$ cat src/rtl/debounce_edge_if.sv
// debounce_edge_if -- groups the data side of the debouncer.
//   d_i         raw, possibly bouncing input (driven by the master)
//   level_o     debounced level
//   rise_o      one-cycle pulse on an accepted 0->1 change
//   fall_o      one-cycle pulse on an accepted 1->0 change
//   glitch_o    one-cycle pulse when a pending change is abandoned
//   edge_cnt_o  wrapping count of accepted changes
// The master modport is the side that drives d_i.
// The slave modport is the debouncer itself.
interface debounce_edge_if;
  logic       d_i;
  logic       level_o;
  logic       rise_o;
  logic       fall_o;
  logic       glitch_o;
  logic [7:0] edge_cnt_o;

  modport master (
    output d_i,
    input  level_o, rise_o, fall_o, glitch_o, edge_cnt_o
  );

  modport slave (
    input  d_i,
    output level_o, rise_o, fall_o, glitch_o, edge_cnt_o
  );
endinterface

$ cat src/rtl/debounce_edge.sv
// debounce_edge -- synchronizes and debounces an asynchronous input.
// A new level is accepted only after STABLE_CYCLES consecutive disagreeing
// synchronized samples. The module also reports the following:
//   - the accepted edges
//   - abandoned (glitch) attempts
//   - a wrapping count of accepted edges
// Ports:
//   clk    single clock, all state changes on posedge
//   reset  synchronous, active-low reset
//   bus    debounce_edge_if.slave (d_i in; level/rise/fall/glitch/edge_cnt out)
// Parameters:
//   SYNC_STAGES    synchronizer depth, 2..4
//   STABLE_CYCLES  disagreeing samples needed to accept a change, 2..255
module debounce_edge #(
  parameter int SYNC_STAGES   = 2,
  parameter int STABLE_CYCLES = 4
) (
  input  logic            clk,
  input  logic            reset,
  debounce_edge_if.slave  bus
);

  localparam logic [7:0] CNT_LAST = 8'(STABLE_CYCLES - 1);

  typedef enum logic {IDLE, PENDING} state_t;

  logic [SYNC_STAGES-1:0] sync_q;
  logic                   sync_s;

  state_t     state_q, state_d;
  logic [7:0] cnt_q, cnt_d;
  logic       level_q, level_d;
  logic       rise_q, rise_d;
  logic       fall_q, fall_d;
  logic       glitch_q, glitch_d;
  logic [7:0] edge_cnt_q, edge_cnt_d;

  // Bit 0 takes the raw input; the top bit is the metastability-safe sample.
  always_ff @(posedge clk) begin
    if (!reset) sync_q <= '0;
    else        sync_q <= {sync_q[SYNC_STAGES-2:0], bus.d_i};
  end

  assign sync_s = sync_q[SYNC_STAGES-1];

  always_ff @(posedge clk) begin
    if (!reset) begin
      state_q    <= IDLE;
      cnt_q      <= '0;
      level_q    <= 1'b0;
      rise_q     <= 1'b0;
      fall_q     <= 1'b0;
      glitch_q   <= 1'b0;
      edge_cnt_q <= '0;
    end else begin
      state_q    <= state_d;
      cnt_q      <= cnt_d;
      level_q    <= level_d;
      rise_q     <= rise_d;
      fall_q     <= fall_d;
      glitch_q   <= glitch_d;
      edge_cnt_q <= edge_cnt_d;
    end
  end

  // IDLE always has cnt == 0 and PENDING has cnt > 0.
  // Acceptance can only come from PENDING because CNT_LAST >= 1.
  always_comb begin
    state_d    = state_q;
    cnt_d      = cnt_q;
    level_d    = level_q;
    rise_d     = 1'b0;
    fall_d     = 1'b0;
    glitch_d   = 1'b0;
    edge_cnt_d = edge_cnt_q;

    case (state_q)
      IDLE: begin
        cnt_d = '0;
        if (sync_s != level_q) begin
          cnt_d   = 8'd1;
          state_d = PENDING;
        end
      end
      PENDING: begin
        if (sync_s == level_q) begin
          // The input fell back before the count completed, so drop the change.
          cnt_d    = '0;
          glitch_d = 1'b1;
          state_d  = IDLE;
        end else if (cnt_q == CNT_LAST) begin
          level_d    = sync_s;
          cnt_d      = '0;
          rise_d     = sync_s;
          fall_d     = ~sync_s;
          edge_cnt_d = edge_cnt_q + 8'd1;
          state_d    = IDLE;
        end else begin
          cnt_d = cnt_q + 8'd1;
        end
      end
      default: begin
        cnt_d   = '0;
        state_d = IDLE;
      end
    endcase
  end

  assign bus.level_o    = level_q;
  assign bus.rise_o     = rise_q;
  assign bus.fall_o     = fall_q;
  assign bus.glitch_o   = glitch_q;
  assign bus.edge_cnt_o = edge_cnt_q;

endmodule

$ cat src/flat_wrapper.sv
// flat-port wrapper written by rule: the top's interface ports become plain ports
module debounce_edge_flat 
#(
  parameter int SYNC_STAGES   = 2,
  parameter int STABLE_CYCLES = 4
)
  (clk, reset, bus_d_i, bus_level_o, bus_rise_o, bus_fall_o, bus_glitch_o, bus_edge_cnt_o);
  debounce_edge_if bus_i ();
  input  logic clk;
  input  logic reset;
  input wire logic [$bits(bus_i.d_i)-1:0] bus_d_i;
  output wire logic [$bits(bus_i.level_o)-1:0] bus_level_o;
  output wire logic [$bits(bus_i.rise_o)-1:0] bus_rise_o;
  output wire logic [$bits(bus_i.fall_o)-1:0] bus_fall_o;
  output wire logic [$bits(bus_i.glitch_o)-1:0] bus_glitch_o;
  output wire logic [$bits(bus_i.edge_cnt_o)-1:0] bus_edge_cnt_o;
  assign bus_i.d_i = bus_d_i;
  assign bus_level_o = bus_i.level_o;
  assign bus_rise_o = bus_i.rise_o;
  assign bus_fall_o = bus_i.fall_o;
  assign bus_glitch_o = bus_i.glitch_o;
  assign bus_edge_cnt_o = bus_i.edge_cnt_o;
  debounce_edge #(.SYNC_STAGES(SYNC_STAGES), .STABLE_CYCLES(STABLE_CYCLES)) u_core (.clk(clk), .reset(reset), .bus(bus_i));
endmodule
$ cat config.mk
export PLATFORM = sky130hd
export DESIGN_NAME = debounce_edge_flat
export DESIGN_NICKNAME = d
export VERILOG_FILES = /design/src/rtl/debounce_edge_if.sv /design/src/rtl/debounce_edge.sv /design/src/flat_wrapper.sv
export SDC_FILE = /design/constraint.sdc
export NUM_CORES = 1
export LEC_CHECK = 0
export CAP_MARGIN = 20
export CORE_ASPECT_RATIO = 1.2
export CORE_MARGIN = 1
export CORE_UTILIZATION = 51
export CTS_CLUSTER_SIZE = 25
export DETAILED_ROUTE_END_ITERATION = 8
export PLACE_DENSITY = 0.82
export SYNTH_ARGS = -nofsm -noshare
export SYNTH_HDL_FRONTEND = slang
export SYNTH_SLANG_ARGS = --single-unit
export TNS_END_PERCENT = 10
$ cat constraint.sdc
create_clock -name clk -period 2.3 [get_ports clk]
set_clock_uncertainty 0.15 [all_clocks]
set_input_delay 0.23 -clock clk [delete_from_list [all_inputs] [get_ports clk]]
set_output_delay 0.23 -clock clk [all_outputs]
set_load 0.005 [all_outputs]
Word-level counts from Yosys, hierarchy flattened
Cells that the tools add are included.
{"block": "totals", "regBits": 23, "latchBits": 0, "mem_bits_rw": 0, "mem_bits_ro": 0, "inputBits": 3, "output_inout_bits": 12, "word_cells": 30, "n_memories": 0}
{"block": "op_classes", "addsub": 2, "n_mul": 0, "n_div": 0, "magnitude_cmp": 0, "eq_ne": 3, "n_shift": 0, "mux": 9, "bitwise_logic": 5, "reduce_logical": 3}
{"cell": "$add 8x1->8 const B", "n": 2}
{"cell": "$mux 8", "n": 2}
{"cell": "$pmux 8 s2", "n": 1}
{"cell": "$eq 8x2->1 const B", "n": 1}
{"cell": "$mux 1", "n": 5}
{"cell": "$not 1->1", "n": 5}
{"cell": "$reduce_or 4->1", "n": 1}
{"cell": "$reduce_and 3->1", "n": 1}
{"cell": "$pmux 1 s2", "n": 1}
{"cell": "$reduce_and 2->1", "n": 1}
{"cell": "$eq 1x1->1", "n": 1}
{"cell": "$ne 1x1->1", "n": 1}

Longest topological paths before layout
{"block": "logic_depth", "ltp_word": 4, "ltp_mapped": 6, "depth_no_buf": 5}

Worst setup path after synthesis
OpenSTA, ideal clock, no wires.
{"block": "synth_path", "path_type": "reg2reg", "startpoint": "register u_core.cnt_q[0]", "endpoint": "register u_core.edge_cnt_q[4] (netlist: u_core.bus.edge_cnt_o[4])", "setup_ns": 0.070, "arrival_time_ns": 1.559, "required_ns": 2.080, "setup_slack_ns": 0.521, "path_stages_with_launch": 7, "period_less_slack_ns": 1.779, "path_cell_list": "dfxtp_1 > ha_1 > nor4b_4 > nand4_2 > buf_6 > or3_1 > a21boi_1"}
{"block": "synth_between", "elab_chain_len": 2}
{"item": "start: declaration", "line": "debounce_edge.sv:31", "source": "logic [7:0] cnt_q, cnt_d;"}
{"item": "start signal: assignment", "line": "debounce_edge.sv:57", "source": "cnt_q <= cnt_d;"}
{"item": "$eq 8x2->1", "line": "debounce_edge.sv:91", "source": "end else if (cnt_q == CNT_LAST) begin"}
{"item": "$reduce_and 3->1 (no source line)"}
{"item": "end signal: assignment", "line": "debounce_edge.sv:62", "source": "edge_cnt_q <= edge_cnt_d;"}
{"item": "end: declaration", "line": "debounce_edge.sv:36", "source": "logic [7:0] edge_cnt_q, edge_cnt_d;"}
No other way between the ends.
A chain may end at the register's enable or synchronous reset.

Worst setup path after layout
{"block": "layout_path", "startpoint": "register u_core.cnt_q[0]", "endpoint": "register u_core.edge_cnt_q[6] (netlist: u_core.bus.edge_cnt_o[6])"}
Same word-level chain as after synthesis.

==> results.ini <==
[timing]
final_max_slew_viol_count=0
setup_violations=0
finalCriticalPeriod_ns=2.026
hold_violations=0
rsz0062_at_grt=no
tns_ns=0
fmax_mhz=493.5
slew_headroom_pct=71.59
tightest_slew_ns=0.4229
period_share_pct=88.10

[floorplan]
die_h_um=49.43
die-area_mm2=0.002052
fp-row-count=16
ios=15
die_width_um=41.52
initial_utilization_pct=56.18
core-area_mm2=0.001702

[finish]
finalNetCount=119
n_antenna_cell=0
final_area_mm2=0.001135
most-common-layout-cells=23 x dfxtp_1, 14 x clkdlybuf4s50_1, 9 x nor2_1, 7 x nand3_1
area_growth_syn_to_layout_pct=18.72
layout_commonest_cell=dfxtp_1
drive_gt1_share_pct=8.850
layout.cells.non_filler=131

[critical_path]
critPathArrivalTime_ns=2.11
crit_fanout=11
critical_path_class=flip-flop to flip-flop
startpoint_type=flip-flop
cp-end-kind=flip-flop
crit_required_ns=2.38

[synth]
synth-seq-area-share_pct=48.17
ys_types=30
synth_top_family_by_area=simple AND/OR/NAND/NOR gates
synthAdderAreaFrac_pct=2.618
synthSimpleGateAreaFrac_pct=27.09
synth-xor-area-share_pct=9.031
synth_warnings=0
ys_seq_elements=23
synthMuxAreaShare_pct=2.094
synth_compound_area_share_pct=7.853
synthesis.nets=102
synthCells=97
syn_area_um2=955.9
synth_area_per_cell_um2=9.855

[status]
status=finished, final reports clean

[route]
final_antenna_net_count=0
vias_per_cell=5.359
drtIter0Drc=10
vias=702
first_pass_iters=2
drc=0
postRouteWirelength_mm=1.583
wl_per_cell_um=12.08

[clocking]
clk_pin_slew_worst_paths_ns=0.12
cts_max_path_buffers=2
cts_root_buffer=clkbuf_4
post_cts_buffers=0
hold_buffers=0
cts_tree=yes
htreeDepth=1
clk_latency_ns=0.30
cts_inserted_buffers=3
cts_resized=0
cts_num_sinks=23

[pwr]
powerDensity_mw_per_mm2=524.9
irDropWorstVdd_v=0.0003853
finalPower_uw=595.7
p_leak_nw=0.4267

[place]
place_inst=127
place_congestion=0.8420
dp_hpwl_mm=1.207
portBuffers=14
placed_cell_area_mm2=0.001107

[worst_hold_path]
hold_path.class=flip-flop to flip-flop

[global_route]
grt_pass1_wl_mm=2.594
track_usage_pct=16.08
grt_antenna_before_repair=0
first_global_vias=669
grt_max_degree=15
grt_overflow=0

[flow_run]
max_cap_violations=0

## kinds of logic after synthesis
kind of cell / after synthesis
AOI/OAI and AO/OA: 12
adders and majority gates: 2
muxes: 2
and+or+nand+nor: 43
buffers and inverters: 6
xor gates and xnor gates: 9
DFF: 23
## power breakdown
part	total, mW	switching, mW	internal [mW]
Clock	0.178	0.113	0.0647
Sequential	0.404	0.00248	0.401
Combinational	0.0141	0.00564	0.00842
Total	0.596	0.121	0.474
## final cells by class
type,instances,area (µm²)
Fill cell,146,566.8
Multi-Input combinational cell,68,465.4
Sequential cell,23,460.4
Timing Repair Buffer,15,147.6
Clock buffer,3,22.52
Tap cell,18,22.52
Inverter,3,11.26
Clock inverter,1,5.005
## final timing paths
kind                                  startpoint  slack (ns)  cells after the start                       end
worst max-delay path             u_core.cnt_q[0]        0.27                      5  u_core.bus.edge_cnt_o[6]
worst min-delay path            u_core.sync_q[0]        0.30                      1          u_core.sync_q[1]
worst max register to register   u_core.cnt_q[0]        0.27                      5  u_core.bus.edge_cnt_o[6]
worst min register to register  u_core.sync_q[0]        0.30                      1          u_core.sync_q[1]
## synth_stat cells, drive strengths merged
master / number / share of area (%)
a21oi: 1 / 0.52
nor4b: 1 / 2.5
o21ai: 5 / 2.6
a21boi: 5 / 3.9
or3b: 1 / 0.92
and4: 1 / 0.92
nor3: 1 / 0.52
buf: 1 / 1.2
nand2: 4 / 1.6
or3: 5 / 3.3
xnor2: 3 / 2.7
dfxtp: 23 / 48
and2: 5 / 3.4
nand4: 2 / 2.0
clkbuf: 2 / 0.79
nor2b: 2 / 1.3
nand3: 7 / 3.7
nor3b: 1 / 0.79
nor2: 9 / 3.5
mux2i: 2 / 2.1
o21a: 1 / 0.79
inv: 3 / 1.2
ha: 2 / 2.6
and3: 4 / 2.7
xor2: 6 / 6.3
## critical path: stages, from the launching register on
cell and delay [ns]:
dfxtp_1 0.41, ha_1 0.24, nor4b_4 0.27, nand4_2 0.30, or3_1 0.42, a21boi_0 0.17
## sequential cells by signal, summed over array words and instances (netlist names)
name	cells
u_core.bus.edge_cnt_o	8
u_core.state_q	1
u_core.bus.fall_o	1
u_core.bus.glitch_o	1
u_core.bus.rise_o	1
u_core.bus.level_o	1
u_core.cnt_q	8
u_core.sync_q	2
## routing by layer
metal	track usage (%)	routed length [µm]	part of all wire, %	up-vias
li1	-	-	-	361
met1	15.08	679	43	330
met3	2.222	31	2.0	4
met5	0	0	0	-
met4	6.452	23	1.5	0
met2	33.07	850	54	7
## metrics by stage
step                      hold slack (ns)  worst slack, ns  util, %
after global routing               0.3357           0.1484    66.69
after floorplan                    0.2073           0.5214        -
final                              0.3049           0.2737    66.69
after detailed placement           0.2719           0.2699    65.07
after CTS                          0.3075           0.2707    66.69
after global placement             0.2683           0.3669    65.07
No activity file was read; power rests on OpenSTA's default activity.
==> edit, RTL diff (config.mk and constraints unchanged) <==
`SYNC_STAGES` is set to 2 in 2 places; all go to 4. Comments in the files are not updated.
--- a/src/rtl/debounce_edge.sv
+++ b/src/rtl/debounce_edge.sv
@@ -12,7 +12,7 @@
 //   SYNC_STAGES    synchronizer depth, 2..4
 //   STABLE_CYCLES  disagreeing samples needed to accept a change, 2..255
 module debounce_edge #(
-  parameter int SYNC_STAGES   = 2,
+  parameter int SYNC_STAGES   = 4,
   parameter int STABLE_CYCLES = 4
 ) (
   input  logic            clk,
--- a/src/flat_wrapper.sv
+++ b/src/flat_wrapper.sv
@@ -1,7 +1,7 @@
 // flat-port wrapper written by rule: the top's interface ports become plain ports
 module debounce_edge_flat 
 #(
-  parameter int SYNC_STAGES   = 2,
+  parameter int SYNC_STAGES   = 4,
   parameter int STABLE_CYCLES = 4
 )
   (clk, reset, bus_d_i, bus_level_o, bus_rise_o, bus_fall_o, bus_glitch_o, bus_edge_cnt_o);
Function: changed (Yosys sat finds a counterexample within 10 cycles, from zero or initial values and one cycle with reset low).
==> edit against the unedited design <==
Setup slack got worse by 0.20 ns; routed wire length rose by 6.9%; maximum frequency decreased by 9.0%; cell area is 5.7% higher; synthesized area is 7.3% higher; sequential cell count is 2 higher; sequential power grew 8.2%; power is 6.8% higher; combinational power fell by 26%; non-clock buffer count did not move; largest power group unchanged.
==> edit: results (changes against the unedited design) <==
Setup path
  • CP peak stage delay: 0.49 ns (+0.07 ns)
  • Slowest library cell on the worst path: or4b_4
  • Crit Path Max Fanout: 12 (+1)
  • Worst Path Arrival: 2.33 ns (+0.22 ns)

Clocking
  • CTS Buffer Depth: 2 (unchanged)
  • Root Driver: clkbuf_4
  • Postcts setup bufs: 0 (unchanged)
  • Clock Latency Late Sink: 0.31 ns
  • Clock transition time at the flip-flop clock pins of the worst setup and hold paths: 0.13 ns
  • H-Tree Depth: 1 (unchanged)
  • Post-cts sizing count: 0 (unchanged)
  • Num CTS Buffers: 3 (unchanged)

Synth
  • Largest cells by area after synthesis: dfxtp_1 49%, xor2_1 6.0%, nor2_1 4.4%
  • Most instantiated cells after synthesis: 25 x dfxtp_1, 12 x nor2_1, 8 x nand3_1
  • Post-synthesis cell type count: 33 (+10%)
  • Synth Net Count: 111 (+8.8%)
  • Synth warn: 0 (unchanged)
  • Seq/Total Area, Yosys: 48.8% (+0.61 points)
  • Synth async-reset ratio: 0% (unchanged)

Route
  • Antenna-violating nets left: 0 (unchanged)
  • DR vias/cell: 5.62 (+4.8%)
  • WL/cell: 12.0 µm (-0.64%)
  • DRT iter0 DRCs: 14 (+4)
  • TritonRoute pass-1 iters: 4 (+2)

Placed design
  • Placed Area: 0.00117 mm² (+6.0%)
  • DP Wirelength: 1300 µm (+7.4%)
  • Final Wtd Congestion: 0.822 (-2.4%)
  • # port buffers: 14 (unchanged)

Power
  • Lkg Pwr: 0.000442 µW (+3.5%)
  • Peak supply drop: 0.384 mV (-0.42%)

STA
  • Rel. slew slack: 71.8% (+0.19 points)

Outcome
  • Status: completed

Global routing
  • Total track usage: 16.8% (+0.69 points)
  • Global-route wire length before repair: 2850 µm (+9.8%)
  • Initial antenna violation count: 0 (unchanged)
  • Vias in the first global route: 713 (+6.6%)
  • Largest net degree at the start of global routing: 14 (-1)

Cells and area
  • Fillers: 166 (+14%)
  • Nets: 128 (+7.6%)
  • Antenna Cells: 0 (unchanged)
  • Share of cells above drive strength 1: 9.02% (+0.17 points)

Hold path
  • Hold Path Class: flip-flop to flip-flop
edit: cell type report:
class                      count  area (µm²)  area share [%]
inverter                       7        26.3            2.19
sequential                    25         500            41.7
clock buffer                   4        26.3            2.19
timing repair buffer          15         148            12.3
tap                           19        23.8            1.98
multi-input combinational     71         475            39.6
edit: routing by layer:
layer | GRT usage (%) | part of all wire, % | vias up
met3 | 2.47 | 2.5 | 4
met1 | 19.0 | 46 | 373
li1 | - | - | 403
met5 | 0 | 0 | -
met2 | 29.5 | 51 | 12
met4 | 9.60 | 1.2 | 0
edit: worst paths after layout:
check / slack [ns] / start / depth (start not counted) / to
min: 0.30 / u_core.sync_q[0] / 1 / u_core.sync_q[1]
max: 0.07 / u_core.cnt_q[0] / 5 / u_core.bus.edge_cnt_o[2]
min reg2reg: 0.30 / u_core.sync_q[0] / 1 / u_core.sync_q[1]
max reg2reg: 0.07 / u_core.cnt_q[0] / 5 / u_core.bus.edge_cnt_o[2]
edit: stage by stage:
stage               worst slack, ns  std cells
floorplan                     0.282        106
global placement              0.175        137
detailed placement           0.0946        137
CTS                          0.0688        141
global route                 0.0116        141
finish                       0.0728        141
edit: power by group:
part | total (µW) | switching [µW] | internal [µW]
registers | 437 | 1.29 | 436
clock network | 189 | 121 | 67.8
logic | 10.4 | 5.43 | 4.93
total | 636 | 128 | 508
edit: kinds of logic after synthesis:
logic type / count (synthesis) / share of synthesized area, %
buffers and inverters: 10 / 4.88
adders and majority gates: 2 / 2.44
and+or+nand+nor: 46 / 27.4
DFF: 25 / 48.8
AOI/OAI and AO/OA: 13 / 7.68
xor gates and xnor gates: 8 / 6.83
muxes: 2 / 1.95
edit: worst max-delay path, delay by kind of cell, from the launching register on:
| family | cells | cell delay, ns |
|---|---|---|
| simple gates | 3 | 1.22 |
| flops | 1 | 0.41 |
| fa+ha+maj | 1 | 0.25 |
| compound gates | 1 | 0.14 |
